## config.mk

```make
export PLATFORM = sky130hd
export DESIGN_NAME = lcd_ctrl_flat
export DESIGN_NICKNAME = d
export VERILOG_FILES = /design/src/rtl/lcd_pkg.sv /design/src/rtl/lcd_ctrl_if.sv /design/src/rtl/lcd_char_buf.sv /design/src/rtl/lcd_ctrl.sv /design/src/flat_wrapper.sv
export SDC_FILE = /design/constraint.sdc
export NUM_CORES = 1
export LEC_CHECK = 0
export ABC_AREA = 1
export BUFFER_PORTS_ARGS = -buffer_cell sky130_fd_sc_hd__buf_2
export CAP_MARGIN = 40
export CORE_MARGIN = 8
export CORE_UTILIZATION = 57
export DETAILED_ROUTE_END_ITERATION = 8
export PLACE_DENSITY = 0.76
export SYNTH_ARGS = -nofsm -noshare
export SYNTH_HDL_FRONTEND = slang
export SYNTH_SLANG_ARGS = --single-unit
```

## constraint.sdc

```tcl
create_clock -name clk -period 2.5 [get_ports clk]
set_input_delay 0.125 -clock clk [delete_from_list [all_inputs] [get_ports clk]]
set_output_delay 0.125 -clock clk [all_outputs]
set_load 0.005 [all_outputs]
```

## src/rtl/lcd_pkg.sv

```systemverilog
// lcd_pkg: shared types and constants for the LCD sequencing controller.
//   lcd_state_t : controller FSM states
//   INIT_ROM    : HD44780 4-bit init commands, entry 0 sent first
//   LINE1_ADDR / LINE2_ADDR : DDRAM set-address commands for each line
//   cnt_width() : width of a counter able to hold the largest cycle count
package lcd_pkg;

  typedef enum logic [2:0] {
    ST_PWRUP,
    ST_INIT_SEND,
    ST_INIT_WAIT,
    ST_CLR_WAIT,
    ST_IDLE,
    ST_ADDR_SEND,
    ST_CHAR_SEND,
    ST_DRV_WAIT
  } lcd_state_t;

  localparam int INIT_LEN = 6;
  localparam logic [INIT_LEN-1:0][7:0] INIT_ROM =
    {8'h01, 8'h06, 8'h0C, 8'h28, 8'h32, 8'h33};

  localparam logic [7:0] LINE1_ADDR = 8'h80;
  localparam logic [7:0] LINE2_ADDR = 8'hC0;

  function automatic int cnt_width(input int a, input int b, input int c);
    int m;
    m = (a > b) ? a : b;
    m = (m > c) ? m : c;
    return $clog2(m + 1);
  endfunction

endpackage

```

## src/rtl/lcd_ctrl_if.sv

```systemverilog
// lcd_ctrl_if: host-side buffer/refresh signals plus the byte handshake to
// the nibble driver.
//   slave  : controller view (host writes in, driver commands out)
//   master : host/driver-model view
interface lcd_ctrl_if;
  logic       wr_en;
  logic [4:0] wr_addr;
  logic [7:0] wr_data;
  logic       refresh;
  logic       ready;
  logic       drv_start;
  logic       drv_rs;
  logic [7:0] drv_data;
  logic       drv_busy;

  modport slave (
    input  wr_en, wr_addr, wr_data, refresh, drv_busy,
    output ready, drv_start, drv_rs, drv_data
  );

  modport master (
    output wr_en, wr_addr, wr_data, refresh, drv_busy,
    input  ready, drv_start, drv_rs, drv_data
  );
endinterface

```

## src/rtl/lcd_char_buf.sv

```systemverilog
// lcd_char_buf: 32 x 8 character buffer (0-15 line 1, 16-31 line 2).
//   clk, rst_n        : clock, async active-low reset (all entries -> 0x20)
//   wr_en/addr/data   : write port
//   rd_en, rd_addr    : read request; rd_data updates the next cycle and
//                       holds until the next read. A same-cycle write to the
//                       read address is not visible (old value returned).
module lcd_char_buf (
  input  logic       clk,
  input  logic       rst_n,
  input  logic       wr_en,
  input  logic [4:0] wr_addr,
  input  logic [7:0] wr_data,
  input  logic       rd_en,
  input  logic [4:0] rd_addr,
  output logic [7:0] rd_data
);
  logic [7:0] mem [32];

  always_ff @(posedge clk or negedge rst_n) begin
    if (!rst_n) begin
      for (int i = 0; i < 32; i++) mem[i] <= 8'h20;
      rd_data <= 8'h00;
    end else begin
      if (wr_en) mem[wr_addr] <= wr_data;
      if (rd_en) rd_data <= mem[rd_addr];
    end
  end
endmodule

```

## src/rtl/lcd_ctrl.sv

```systemverilog
// lcd_ctrl: HD44780-style LCD sequencer. Waits out power-up, sends the init
// command list, then redraws the 32-character buffer on request.
//   clk, rst_n : system clock, async active-low reset
//   bus        : lcd_ctrl_if.slave (host writes/refresh/ready, driver handshake)
// Optional: define LCD_CTRL_AUTOREFRESH_EN to request a redraw every
// REFRESH_CYC cycles once init has completed.
//
// state       | meaning
// PWRUP       | power-on delay, PWRUP_CYC cycles
// INIT_SEND   | start pulse for init command init_idx
// INIT_WAIT   | wait for driver to finish an init command
// CLR_WAIT    | extra CLR_CYC cycles after clear-display
// IDLE        | ready; start redraw if a refresh is pending
// ADDR_SEND   | start pulse for a line set-address command
// CHAR_SEND   | start pulse for character char_idx
// DRV_WAIT    | wait for driver to finish a redraw transaction
module lcd_ctrl
  import lcd_pkg::*;
#(
  parameter int PWRUP_CYC   = 180000,
  parameter int CLR_CYC     = 19200,
  parameter int REFRESH_CYC = 1200000
) (
  input logic       clk,
  input logic       rst_n,
  lcd_ctrl_if.slave bus
);
  localparam int CNT_W = cnt_width(PWRUP_CYC, CLR_CYC, REFRESH_CYC);

  lcd_state_t       state, state_n;
  logic [CNT_W-1:0] timer, timer_n;
  logic [2:0]       init_idx, init_idx_n;
  logic [4:0]       char_idx, char_idx_n;
  logic             pending, start_redraw, ref_tick;
  logic             wait_first, done;
  logic             rs_q, rs_n;
  logic [7:0]       cmd_q, cmd_n;
  logic             rd_en;
  logic [7:0]       rd_data;

  lcd_char_buf u_buf (
    .clk    (clk),
    .rst_n  (rst_n),
    .wr_en  (bus.wr_en),
    .wr_addr(bus.wr_addr),
    .wr_data(bus.wr_data),
    .rd_en  (rd_en),
    .rd_addr(char_idx_n),
    .rd_data(rd_data)
  );

  // The cycle right after a start pulse ignores drv_busy.
  assign done = !wait_first && !bus.drv_busy;

  always_comb begin
    state_n      = state;
    timer_n      = timer;
    init_idx_n   = init_idx;
    char_idx_n   = char_idx;
    rs_n         = rs_q;
    cmd_n        = cmd_q;
    rd_en        = 1'b0;
    start_redraw = 1'b0;
    case (state)
      ST_PWRUP: begin
        if (timer == CNT_W'(PWRUP_CYC - 1)) begin
          state_n    = ST_INIT_SEND;
          timer_n    = '0;
          init_idx_n = 3'd0;
          rs_n       = 1'b0;
          cmd_n      = INIT_ROM[0];
        end else begin
          timer_n = timer + 1'b1;
        end
      end
      ST_INIT_SEND: state_n = ST_INIT_WAIT;
      ST_INIT_WAIT: begin
        if (done) begin
          if (init_idx == 3'(INIT_LEN - 1)) begin
            state_n = ST_CLR_WAIT;
            timer_n = '0;
          end else begin
            state_n    = ST_INIT_SEND;
            init_idx_n = init_idx + 3'd1;
            rs_n       = 1'b0;
            cmd_n      = INIT_ROM[init_idx_n];
          end
        end
      end
      ST_CLR_WAIT: begin
        if (timer == CNT_W'(CLR_CYC - 1)) begin
          state_n = ST_IDLE;
          timer_n = '0;
        end else begin
          timer_n = timer + 1'b1;
        end
      end
      ST_IDLE: begin
        if (pending) begin
          start_redraw = 1'b1;
          state_n      = ST_ADDR_SEND;
          char_idx_n   = 5'd0;
          rs_n         = 1'b0;
          cmd_n        = LINE1_ADDR;
        end
      end
      ST_ADDR_SEND, ST_CHAR_SEND: state_n = ST_DRV_WAIT;
      ST_DRV_WAIT: begin
        if (done) begin
          // rs_q tells whether the finished transaction was an address
          // command (first char of the line follows) or a character.
          if (!rs_q) begin
            state_n = ST_CHAR_SEND;
            rs_n    = 1'b1;
            rd_en   = 1'b1;
          end else if (char_idx == 5'd15) begin
            state_n    = ST_ADDR_SEND;
            char_idx_n = 5'd16;
            rs_n       = 1'b0;
            cmd_n      = LINE2_ADDR;
          end else if (char_idx == 5'd31) begin
            state_n    = ST_IDLE;
            char_idx_n = 5'd0;
          end else begin
            state_n    = ST_CHAR_SEND;
            char_idx_n = char_idx + 5'd1;
            rs_n       = 1'b1;
            rd_en      = 1'b1;
          end
        end
      end
      default: state_n = ST_PWRUP;
    endcase
  end

  always_ff @(posedge clk or negedge rst_n) begin
    if (!rst_n) begin
      state      <= ST_PWRUP;
      timer      <= '0;
      init_idx   <= 3'd0;
      char_idx   <= 5'd0;
      pending    <= 1'b0;
      wait_first <= 1'b0;
      rs_q       <= 1'b0;
      cmd_q      <= 8'h00;
    end else begin
      state      <= state_n;
      timer      <= timer_n;
      init_idx   <= init_idx_n;
      char_idx   <= char_idx_n;
      pending    <= bus.refresh | ref_tick | (pending & !start_redraw);
      wait_first <= (state == ST_INIT_SEND) || (state == ST_ADDR_SEND) ||
                    (state == ST_CHAR_SEND);
      rs_q       <= rs_n;
      cmd_q      <= cmd_n;
    end
  end

`ifdef LCD_CTRL_AUTOREFRESH_EN
  logic             init_done;
  logic [CNT_W-1:0] ref_cnt;

  always_ff @(posedge clk or negedge rst_n) begin
    if (!rst_n) begin
      init_done <= 1'b0;
      ref_cnt   <= '0;
    end else begin
      if (state == ST_CLR_WAIT && state_n == ST_IDLE) init_done <= 1'b1;
      if (init_done) ref_cnt <= ref_tick ? '0 : ref_cnt + 1'b1;
    end
  end

  assign ref_tick = init_done && (ref_cnt == CNT_W'(REFRESH_CYC - 1));
`else
  assign ref_tick = 1'b0;
`endif

  // Character data comes straight from the buffer read register, which only
  // reloads on the next character read, so it holds until the next start.
  assign bus.drv_start = (state == ST_INIT_SEND) || (state == ST_ADDR_SEND) ||
                         (state == ST_CHAR_SEND);
  assign bus.drv_rs    = rs_q;
  assign bus.drv_data  = rs_q ? rd_data : cmd_q;
  assign bus.ready     = (state == ST_IDLE);
endmodule

```

## src/flat_wrapper.sv

```systemverilog
// flat-port wrapper written by rule: the top's interface ports become plain ports
module lcd_ctrl_flat import lcd_pkg::*;
#(
  parameter int PWRUP_CYC   = 180000,
  parameter int CLR_CYC     = 19200,
  parameter int REFRESH_CYC = 1200000
)
  (clk, rst_n, bus_wr_en, bus_wr_addr, bus_wr_data, bus_refresh, bus_drv_busy, bus_ready, bus_drv_start, bus_drv_rs, bus_drv_data);
  lcd_ctrl_if bus_i ();
  input logic clk;
  input logic rst_n;
  input wire logic [$bits(bus_i.wr_en)-1:0] bus_wr_en;
  input wire logic [$bits(bus_i.wr_addr)-1:0] bus_wr_addr;
  input wire logic [$bits(bus_i.wr_data)-1:0] bus_wr_data;
  input wire logic [$bits(bus_i.refresh)-1:0] bus_refresh;
  input wire logic [$bits(bus_i.drv_busy)-1:0] bus_drv_busy;
  output wire logic [$bits(bus_i.ready)-1:0] bus_ready;
  output wire logic [$bits(bus_i.drv_start)-1:0] bus_drv_start;
  output wire logic [$bits(bus_i.drv_rs)-1:0] bus_drv_rs;
  output wire logic [$bits(bus_i.drv_data)-1:0] bus_drv_data;
  assign bus_i.wr_en = bus_wr_en;
  assign bus_i.wr_addr = bus_wr_addr;
  assign bus_i.wr_data = bus_wr_data;
  assign bus_i.refresh = bus_refresh;
  assign bus_i.drv_busy = bus_drv_busy;
  assign bus_ready = bus_i.ready;
  assign bus_drv_start = bus_i.drv_start;
  assign bus_drv_rs = bus_i.drv_rs;
  assign bus_drv_data = bus_i.drv_data;
  lcd_ctrl #(.PWRUP_CYC(PWRUP_CYC), .CLR_CYC(CLR_CYC), .REFRESH_CYC(REFRESH_CYC)) u_core (.clk(clk), .rst_n(rst_n), .bus(bus_i));
endmodule
```

==> results.tsv <==
metric	value	unit
grt_antenna_before_repair	0	
cap_viol_max_count	0	
overflow	0	
antenna_cells	0	
powerDensity	1210	mW/mm^2
final_layout_size_suffix_gt1_share	17.8	%
crit_required	2.90	ns
syn_to_final_growth	19.7	%
register_area	0.00772	mm^2
place_congestion	0.908	
cts_root_buffer	clkbuf_16	
synthesis.nets	1866	
clock_sinks	307	
relSlewSlack	51.8	%
cp-start-kind	register	
htreeDepth	2	
place_worst_setup_slack	-0.164	ns
viasPerCell	6.11	
io_pins	29	
nNetsFinal	1914	
whs	0.181	ns
clock_skew	0.0153	ns
hold_path.class	input port to asynchronous set/reset pin	
wire_per_inst	19.9	um
async_reset_ff_share	100	%
worst-slew-pin-transition	0.718	ns
core	0.0257	mm^2
nFillCells	2020	
crit_fanout	12	
final_cell_mix	nand2_1 (549), dfrtp_1 (275), o21ai_0 (241)	
setup_viol	8	
r2r_start	u_core.char_idx[1]	
final_common_cell	nand2_1	
critical_path_class	register to register	
ff2ff_path_depth	18	
finalWorstSetupSlack	-0.141	ns
vias	13700	
rows	59	
clk_latency	0.52	ns
hold_viol	0	
first_pass_iters	7	
multiInputGateArea	0.00671	mm^2
p_leak	8.17	nW
synth_cell_types	42	
grt_first_pass_wirelength	69.7	mm
place_inst	2154	
netlist_instances	1839	
grt_use_total	27.8	%
fp.dieH	177	um
outcome	complete, but fails checks	
ys_ff_latch	307	
synth_flop_cell	dfrtp_1	
finalCriticalPeriod	2.64	ns
die_area	0.0312	mm^2
finalCritPeriodShare	106	%
violations	setup timing	
dpl.hpwl	26.3	mm
final_max_slew_viol_count	0	
clkTransAtPathRegs	0.06	ns
cts_buffer_depth	3	
cts_buffers	34	
grt_start_max_net_pins	79	
yosys_warnings	0	
rsz0062_at_grt	yes	
tritoncts	done	
arrival	3.04	ns
grt_pass1_vias	13100	
floorplan.initialDensity	57.3	%
max_freq	379	MHz
ant_nets	0	
drcViolationCount	0	
fp.dieW	177	um
startpoint	u_core.char_idx[1]	
numPortBuffers	28	
final_cells	2247	
synth_area	0.0147	mm^2
avgSynthCellArea	8.01	um^2
cp-end-kind	register	
drt-total-wl	44.7	mm
ir_worst_vdd	0.000902	V
ys_seq_area_share	52.4	%
drt_iter0_drc	1593	
synth_edf_count	0	
-- critical path, stage by stage, from the launching register on --
cell and delay (ns):
dfrtp_1 0.36, ha_2 0.21, nand2_2 0.07, nor2_4 0.18, ha_4 0.17, nor2_4 0.04, buf_6 0.12, nand4_1 0.09
nand2_2 0.09, a21oi_4 0.22, buf_6 0.16, buf_12 0.14, nand3_1 0.16, nand3_1 0.13, nand3_2 0.09, nand3_4 0.12
nand2_2 0.08, nand2_2 0.05, nand2_1 0.06
-- state kept, by name, summed over array words and instances (netlist names) --
name,count
u_core.bus.drv_rs,1
u_core.char_idx,5
u_core.cmd_q,8
u_core.init_idx,3
u_core.pending,1
u_core.state,3
u_core.timer,21
u_core.u_buf.mem,256
u_core.u_buf.rd_data,8
u_core.wait_first,1
-- cell usage after synthesis, types with 7 or more instances --
| master | number | area, um^2 |
|---|---|---|
| nand2_1 | 560 | 2100 |
| nand3_1 | 312 | 1560 |
| dfrtp_1 | 275 | 6880 |
| o21ai_0 | 241 | 1210 |
| nor2_1 | 76 | 285 |
| inv_1 | 72 | 270 |
| clkbuf_1 | 59 | 221 |
| a21oi_1 | 56 | 280 |
| buf_2 | 45 | 225 |
| dfstp_2 | 32 | 841 |
| nor3_1 | 22 | 110 |
| ha_1 | 9 | 113 |
| nor4_1 | 8 | 50.1 |
| nand4_1 | 7 | 43.8 |
-- power by group --
group	switching (mW)	total [mW]	internal, mW	leakage [nW]
registers	0.632	6.67	6.03	3.81
clock network	2.01	4.98	2.98	0.551
logic	5.93	9.60	3.67	3.81
total	8.57	21.2	12.7	8.17
-- layout make-up --
type                       count  area share, %
clock buffer                  53           5.92
clock inverter                 8          0.405
sequential                   307           43.8
tap                          335           2.38
timing repair buffer         126           7.74
inverter                      79           1.70
multi-input combinational   1339           38.1
-- kinds of logic (layout without fill, tap and decap cells) --
| logic type | count (synthesis) | in the layout | share of synthesized area, % |
|---|---|---|---|
| AND/OR/NAND/NOR | 1008 | 1008 | 29.6 |
| AO/OA/AOI/OAI | 315 | 315 | 11.1 |
| flip-flops | 307 | 307 | 52.4 |
| buffers and inverters | 193 | 266 | 5.67 |
| adder cells (fa/ha/maj) | 9 | 9 | 0.765 |
| XOR/XNOR | 7 | 7 | 0.416 |
-- repair_timing --
item	in CTS	in global routing
hold endpoints to repair	61	0
pin swaps	36	32
buffers inserted	16	8
hold buffers	2	0
gates resized for setup	70	60
cloned	5	4
endpoints found under the setup margin	8	9
-- stage by stage --
stage                     power, mW  setup TNS (ns)  cell area, um^2  util [%]
final                          21.2          -0.617            17600      68.6
after global routing           22.2           -1.35            17600      68.6
after CTS                      20.4         -0.0206            17200      67.1
after detailed placement       14.1          -0.938            15500      60.3
after global placement         14.0          -0.891            15500      60.3
after floorplan                11.4               0            14700         -
-- metal layers --
metal | part of all wire, % | GRT usage, % | routed length [um]
met3 | 9.7 | 5.68 | 4350
met4 | 5.0 | 13.2 | 2220
met1 | 39 | 36.8 | 17500
met5 | 0 | 0 | 0
met2 | 46 | 43.6 | 20700
-- final timing paths --
path | slack (ns) | end
worst max-delay path | -0.14 | u_core.u_buf.rd_data[5]
worst min-delay path | 0.18 | u_core.timer[14]
worst max register to register | -0.14 | u_core.u_buf.rd_data[5]
worst min register to register | 0.48 | u_core.u_buf.mem[40]
max in group asynchronous | 1.44 | u_core.u_buf.mem[21]
min in group clk | 0.19 | u_core.u_buf.mem[71]
No activity file was read; power rests on OpenSTA's default activity.
